<file path="config.mk">
export PLATFORM = sky130hd
export DESIGN_NAME = digital_lock_param
export DESIGN_NICKNAME = d
export VERILOG_FILES = /design/src/rtl/digital_lock_pkg.sv /design/src/rtl/lock_timer.sv /design/src/rtl/digital_lock_param.sv
export SDC_FILE = /design/constraint.sdc
export NUM_CORES = 1
export LEC_CHECK = 0
export CAP_MARGIN = 15
export CORE_UTILIZATION = 60
export DETAILED_ROUTE_END_ITERATION = 8
export PLACE_DENSITY = 0.86
export SLEW_MARGIN = 20
export SYNTH_ARGS = -nofsm -noshare
export SYNTH_HDL_FRONTEND = slang
export SYNTH_SLANG_ARGS = --single-unit
</file>
<file path="constraint.sdc">
create_clock -name clk -period 7 [get_ports clk]
set_input_delay 1.05 -clock clk [delete_from_list [all_inputs] [get_ports clk]]
set_output_delay 1.05 -clock clk [all_outputs]
set_load 0.005 [all_outputs]
</file>
<file path="src/rtl/digital_lock_pkg.sv">
// Shared types and helpers for the parametrised code lock.
// Code vectors hold the first digit in the MSBs.
package digital_lock_pkg;

    typedef enum logic [1:0] {
        ST_ENTRY,
        ST_OPEN,
        ST_LOCKOUT,
        ST_PROGRAM
    } lock_state_t;

    localparam int MAX_CODE_BITS = 64;
    localparam int MAX_DIGIT_W   = 16;

    // Slot i of a packed code, zero-extended to MAX_DIGIT_W; caller narrows it.
    function automatic logic [MAX_DIGIT_W-1:0] code_slot(
        input logic [MAX_CODE_BITS-1:0] code,
        input int                       digit_w,
        input int                       code_len,
        input int                       i
    );
        logic [MAX_CODE_BITS-1:0] shifted;
        logic [MAX_DIGIT_W-1:0]   mask;
        shifted = code >> ((code_len - 1 - i) * digit_w);
        mask    = '1;
        mask    = mask >> (MAX_DIGIT_W - digit_w);
        return shifted[MAX_DIGIT_W-1:0] & mask;
    endfunction

endpackage

</file>
<file path="src/rtl/lock_timer.sv">
// Loadable down-counter that parks at zero; load has priority over counting.
// zero is combinational from the count register.
module lock_timer #(
    parameter int W = 3
) (
    input  logic         clk,
    input  logic         reset,
    input  logic         load,
    input  logic [W-1:0] load_value,
    output logic         zero
);

    logic [W-1:0] count;

    always_ff @(posedge clk) begin
        if (reset) begin
            count <= '0;
        end else if (load) begin
            count <= load_value;
        end else if (count != '0) begin
            count <= count - W'(1);
        end
    end

    assign zero = (count == '0);

endmodule

</file>
<file path="src/rtl/digital_lock_param.sv">
// Parametrised keypad code lock with failure counting, timed lockout and reprogramming.
// Outputs are registered; a decision on the last digit is visible the following cycle.
module digital_lock_param
    import digital_lock_pkg::*;
#(
    parameter int                           DIGIT_W        = 3,
    parameter int                           CODE_LEN       = 3,
    parameter logic [CODE_LEN*DIGIT_W-1:0]  DEFAULT_CODE   = 9'b011_111_101,
    parameter int                           MAX_FAIL       = 3,
    parameter int                           UNLOCK_CYCLES  = 4,
    parameter int                           LOCKOUT_CYCLES = 8
) (
    input  logic                          clk,
    input  logic                          reset,
    input  logic                          digit_valid,
    input  logic [DIGIT_W-1:0]            digit,
    input  logic                          clear,
    input  logic                          prog_req,
    output logic                          unlocked,
    output logic                          alarm,
    output logic                          prog_mode,
    output logic [$clog2(MAX_FAIL+1)-1:0] fail_count
);

    localparam int CODE_W = CODE_LEN * DIGIT_W;
    localparam int FC_W   = $clog2(MAX_FAIL + 1);
    localparam int IDX_W  = (CODE_LEN > 1) ? $clog2(CODE_LEN) : 1;
    localparam int T_MAX  = ((UNLOCK_CYCLES > LOCKOUT_CYCLES) ? UNLOCK_CYCLES : LOCKOUT_CYCLES) - 1;
    localparam int T_W    = (T_MAX > 0) ? $clog2(T_MAX + 1) : 1;

    lock_state_t        state, state_n;
    logic [IDX_W-1:0]   idx, idx_n;
    logic               mism, mism_n, miss;
    logic [CODE_W-1:0]  code_q, code_n;
    logic [CODE_W-1:0]  shadow, shadow_n;
    logic [FC_W-1:0]    fail_n;
    logic [DIGIT_W-1:0] slot;
    logic               last;
    logic               t_load, t_zero;
    logic [T_W-1:0]     t_value;

    lock_timer #(.W(T_W)) u_timer (
        .clk        (clk),
        .reset      (reset),
        .load       (t_load),
        .load_value (t_value),
        .zero       (t_zero)
    );

    assign slot = DIGIT_W'(code_slot(MAX_CODE_BITS'(code_q), DIGIT_W, CODE_LEN, int'(idx)));
    assign last = (idx == IDX_W'(CODE_LEN - 1));
    assign miss = mism | (digit != slot);

    always_comb begin
        state_n  = state;
        idx_n    = idx;
        mism_n   = mism;
        code_n   = code_q;
        shadow_n = shadow;
        fail_n   = fail_count;
        t_load   = 1'b0;
        t_value  = '0;
        case (state)
            ST_ENTRY: begin
                if (clear) begin
                    idx_n  = '0;
                    mism_n = 1'b0;
                end else if (digit_valid) begin
                    if (last) begin
                        idx_n  = '0;
                        mism_n = 1'b0;
                        if (!miss) begin
                            state_n = ST_OPEN;
                            fail_n  = '0;
                            t_load  = 1'b1;
                            t_value = T_W'(UNLOCK_CYCLES - 1);
                        end else if (int'(fail_count) + 1 < MAX_FAIL) begin
                            fail_n = fail_count + FC_W'(1);
                        end else begin
                            state_n = ST_LOCKOUT;
                            fail_n  = FC_W'(MAX_FAIL);
                            t_load  = 1'b1;
                            t_value = T_W'(LOCKOUT_CYCLES - 1);
                        end
                    end else begin
                        idx_n  = idx + IDX_W'(1);
                        mism_n = miss;
                    end
                end
            end
            ST_OPEN: begin
                // Reprogramming beats the timeout, even on the final open cycle.
                if (prog_req) begin
                    state_n = ST_PROGRAM;
                    idx_n   = '0;
                end else if (t_zero) begin
                    state_n = ST_ENTRY;
                end
            end
            ST_PROGRAM: begin
                if (clear) begin
                    state_n = ST_ENTRY;
                    idx_n   = '0;
                end else if (digit_valid) begin
                    for (int i = 0; i < CODE_LEN; i++) begin
                        if (idx == IDX_W'(i)) begin
                            shadow_n[(CODE_LEN-1-i)*DIGIT_W +: DIGIT_W] = digit;
                        end
                    end
                    if (last) begin
                        code_n  = shadow_n;
                        state_n = ST_ENTRY;
                        idx_n   = '0;
                    end else begin
                        idx_n = idx + IDX_W'(1);
                    end
                end
            end
            ST_LOCKOUT: begin
                if (t_zero) begin
                    state_n = ST_ENTRY;
                    fail_n  = '0;
                    idx_n   = '0;
                    mism_n  = 1'b0;
                end
            end
            default: state_n = ST_ENTRY;
        endcase
    end

    always_ff @(posedge clk) begin
        if (reset) begin
            state      <= ST_ENTRY;
            idx        <= '0;
            mism       <= 1'b0;
            code_q     <= DEFAULT_CODE;
            shadow     <= '0;
            fail_count <= '0;
            unlocked   <= 1'b0;
            alarm      <= 1'b0;
            prog_mode  <= 1'b0;
        end else begin
            state      <= state_n;
            idx        <= idx_n;
            mism       <= mism_n;
            code_q     <= code_n;
            shadow     <= shadow_n;
            fail_count <= fail_n;
            unlocked   <= (state_n == ST_OPEN);
            alarm      <= (state_n == ST_LOCKOUT);
            prog_mode  <= (state_n == ST_PROGRAM);
        end
    end

endmodule

</file>
==> summary.md <==
| Metric | Value |
|---|---|
| Run status | `completed` |
| Hold buffers post-CTS | `0` |
| Final Power | `between 300 and 400 uW` |
| Met3 Track Usage GR | `5.75%` |
| Leakage | `0.653 nW` |
| FF-to-FF setup slack | `4.06 ns` |
| Crit-path max FO | `9` |
| Crit share post-route | `42.6%` |
| Post-synth top area share | `a little over a third` |
| CTS max path bufs | `2` |
| Synthesized flop and latch total | `28` |
| RR Endpoint | `fail_count[1]` |
| Vias/cell | `6.13` |
| Antenna violations before repair | `0` |
| Worst slew pin tran | `0.955 ns` |
| Seq. cell area | `about 560 um^2` |
| Core Util, Final | `between 60 and 70%` |
| Reg-to-Reg Start | `idx[0]` |
| Post-route minimum period | `2.98 ns` |
| Reg2Reg Depth | `8` |
| Critical path's top delay family | `compound AO/OA/AOI/OAI gates` |
| Syn Inst Count | `about 190` |
| Worst Setup End Kind | `flip-flop` |
| Finish-stage setup viols | `0` |
| CTS Sinks | `28` |
| Starting Density | `63.7%` |
| Port buffer count | `12` |
| RSZ-0062 raised after global routing | `false` |
| # IOs | `13` |
| Root Buffer | `clkbuf_4` |
| Clk slew on worst S/H paths | `0.14 ns` |
| TritonCTS Buffers | `3` |
| Worst Skew | `just under 0.003 ns` |
| Peak supply drop | `0.141 mV` |
| Total routed wirelength | `around 3400 um` |
| Gpl congestion | `between 0.8 and 0.9` |
| Die width | `53.5 um` |
| Hold Path End | `shadow[6]` |
| Vias in the first global route | `1284` |
| Total vias in the final route | `1372` |
| Critical-path top delay cell | `clkdlybuf4s50_1` |
| Worst-Skew Late Latency | `0.33 ns` |
| WL/cell | `15.1 um` |
| Post-CTS Resized | `0` |
| Slew Limit Headroom | `between 30% and 40%` |
| First-pass GRT wire length | `5460 um` |
| Seq/Total Area, Yosys | `35.2%` |
| Power per Cell Area | `192 nW/um^2` |
| # rows | `18` |
| Die Height | `53.5 um` |
| DR iter-0 viols | `40` |
| Detail Placement HPWL | `2550 um` |
| Place WS | `around 3.7 ns` |
| Post-CTS setup buffer count | `0` |
| Slowest stage delay, CP | `approximately 0.6 ns` |
| CTS H-tree depth | `1` |
| Max-cap viol count | `0` |
| Yosys Warn Count | `0` |
| Filler cell count | `210` |
| Grt ovf | `0` |
| HP Class | `flip-flop to flip-flop` |
| Final Hold Fails | `0` |
| Buf/Inv on CP | `1` |
| Synth Net Count | `210` |
| HP Start | `shadow[6]` |
| Leading area contributor after synthesis | `dfxtp_1` |
| FMAX | `335 MHz` |
| Slew Limit Fails | `0` |
| Area Overhead vs Synth | `8.88%` |
| Synthesized area per cell | `8.43 um^2` |
| TritonCTS clock tree | `yes` |
| Drt first pass iters | `4` |
| CORE AREA | `~2500 um^2` |
| Arr. time, crit path | `around 3.2 ns` |
| Count of cell types in the netlist | `40` |
| Worst hold stages | `2` |
| ANT cells | `0` |
| Total Routing Usage GR | `26.4%` |
| CP Cell Sequence | `clkdlybuf4s50_1 -> or3b_2 -> mux2i_1 -> a21oi_1 -> a211oi_4 -> nor2_1 -> a22o_1` |
| Startpoint Class | `input port` |
| TNS Setup | `0 ns` |
| Ratio of cells with drive above 1 in the final layout | `4.12%` |
| Final worst slack | `4.02 ns` |
| Post-DRT Antenna Nets | `0` |
| Synth area leaders | `dfxtp_1 (35%), ha_1 (10%), nand2_1 (5.4%)` |
| Critical Path RT | `7.24 ns` |
| Die area | `2860 um^2` |
| Remaining routing DRC violations | `0` |
| Most Used Layer, Global Route | `met2` |
| Met2 Resource Use GR | `44.2%` |
| Multi-input logic area | `960 um^2` |
| Cell area after synthesis | `between 1500 and 2000 um^2` |
| Final Net Count | `217` |
| M1 GR Usage | `32.1%` |
| Kind of critical path | `input port to flip-flop` |
| Largest net degree at the start of global routing | `29` |
layer usage:
metal	vias to the layer above	wire, um
met1	648	1500
li1	663	-
met4	0	52
met3	6	201
met5	-	0
met2	55	1640
cell families (layout without fill, tap and decap cells):
group           Yosys count  count (layout)  synth area share (%)
compound gates           44              44                  18.3
xor+xnor                  3               3                  1.65
fa+ha+maj                13              13                  10.2
buf+inv                  19              24                  4.56
flops                    28              28                  35.2
mux                       8               8                  8.01
simple gates             74              74                  22.1
where the power goes:
| part | switching, mW | internal [mW] | total, mW | leakage [nW] |
|---|---|---|---|---|
| registers | 0.00456 | 0.169 | 0.174 | 0.227 |
| clock network | 0.0456 | 0.0202 | 0.0658 | 0.0138 |
| logic | 0.0483 | 0.0445 | 0.0927 | 0.412 |
worst reg2reg max path: stages, from the launching register on:
cell and delay (ns):
dfxtp_1 0.57, inv_1 0.15, ha_1 0.41, mux4_2 0.57
xnor2_1 0.16, nand4_1 0.16, a211oi_4 0.45, nor2_1 0.14
a22o_1 0.24
state kept, by name, summed over array words and instances (netlist names):
signal,flops
code_q,9
shadow,6
u_timer.count,3
fail_count,2
idx,2
state,2
alarm,1
mism,1
prog_mode,1
unlocked,1
cell usage after synthesis:
library cell and number:
o21bai_1 1, a22o_1 2, mux4_1 2, and3_1 2, and2_1 1, a21o_1 1
mux4_2 1, o22ai_1 1, dfxtp_1 28, a211o_1 1, a211oi_4 1, ha_1 13
nor4_1 1, clkbuf_1 9, nor2b_1 7, o31ai_1 1, a211oi_1 4, o21a_1 1
nor3_1 7, and2_0 2, xnor2_1 2, nand2b_1 6, inv_1 9, a21oi_1 15
nand3b_1 1, or3b_2 1, mux2i_1 3, and3b_1 1, a22oi_1 3, mux2_2 2
nand4_1 1, nor2_1 20, o41ai_1 1, xor2_1 1, a221oi_1 2, clkbuf_2 1
o21ai_0 9, a222oi_1 1, nand2_1 23, nand3_1 1
how the worst max path moves through the flow:
stage                     slack [ns]  cells after the start            end      from
final                           4.02                      7  fail_count[1]  digit[1]
after global routing            3.86                      8       unlocked    idx[0]
after CTS                       4.06                      7      prog_mode  digit[1]
after detailed placement        3.70                      7      prog_mode  digit[1]
after global placement          3.76                      7      prog_mode  digit[1]
after floorplan                 4.33                      7  fail_count[1]  digit[1]
final cells by class:
class,instances,share of cell area [%]
Multi-Input combinational cell,142,55.3
Timing Repair Buffer,12,6.93
Sequential cell,28,32.3
Inverter,9,1.95
Clock buffer,3,1.30
Tap cell,30,2.16
through the flow:
stage,instance area (um^2),hold WS [ns],cells
floorplan,1590,0.428,189
global placement,1710,0.444,221
detailed placement,1710,0.454,221
CTS,1730,0.476,224
global route,1730,0.486,224
finish,1730,0.469,224
cells in the final DEF, fill, tap and decap left out, drive strengths merged, types with 6 or more instances in the layout:
cell and n:
ha 13, nor2b 7, o21ai 9, nand2b 6, nor3 7, a21oi 15, inv 9, clkdlybuf4s50 12
nand2 23, dfxtp 28, nor2 20
(Power assumes the default switching activity.)
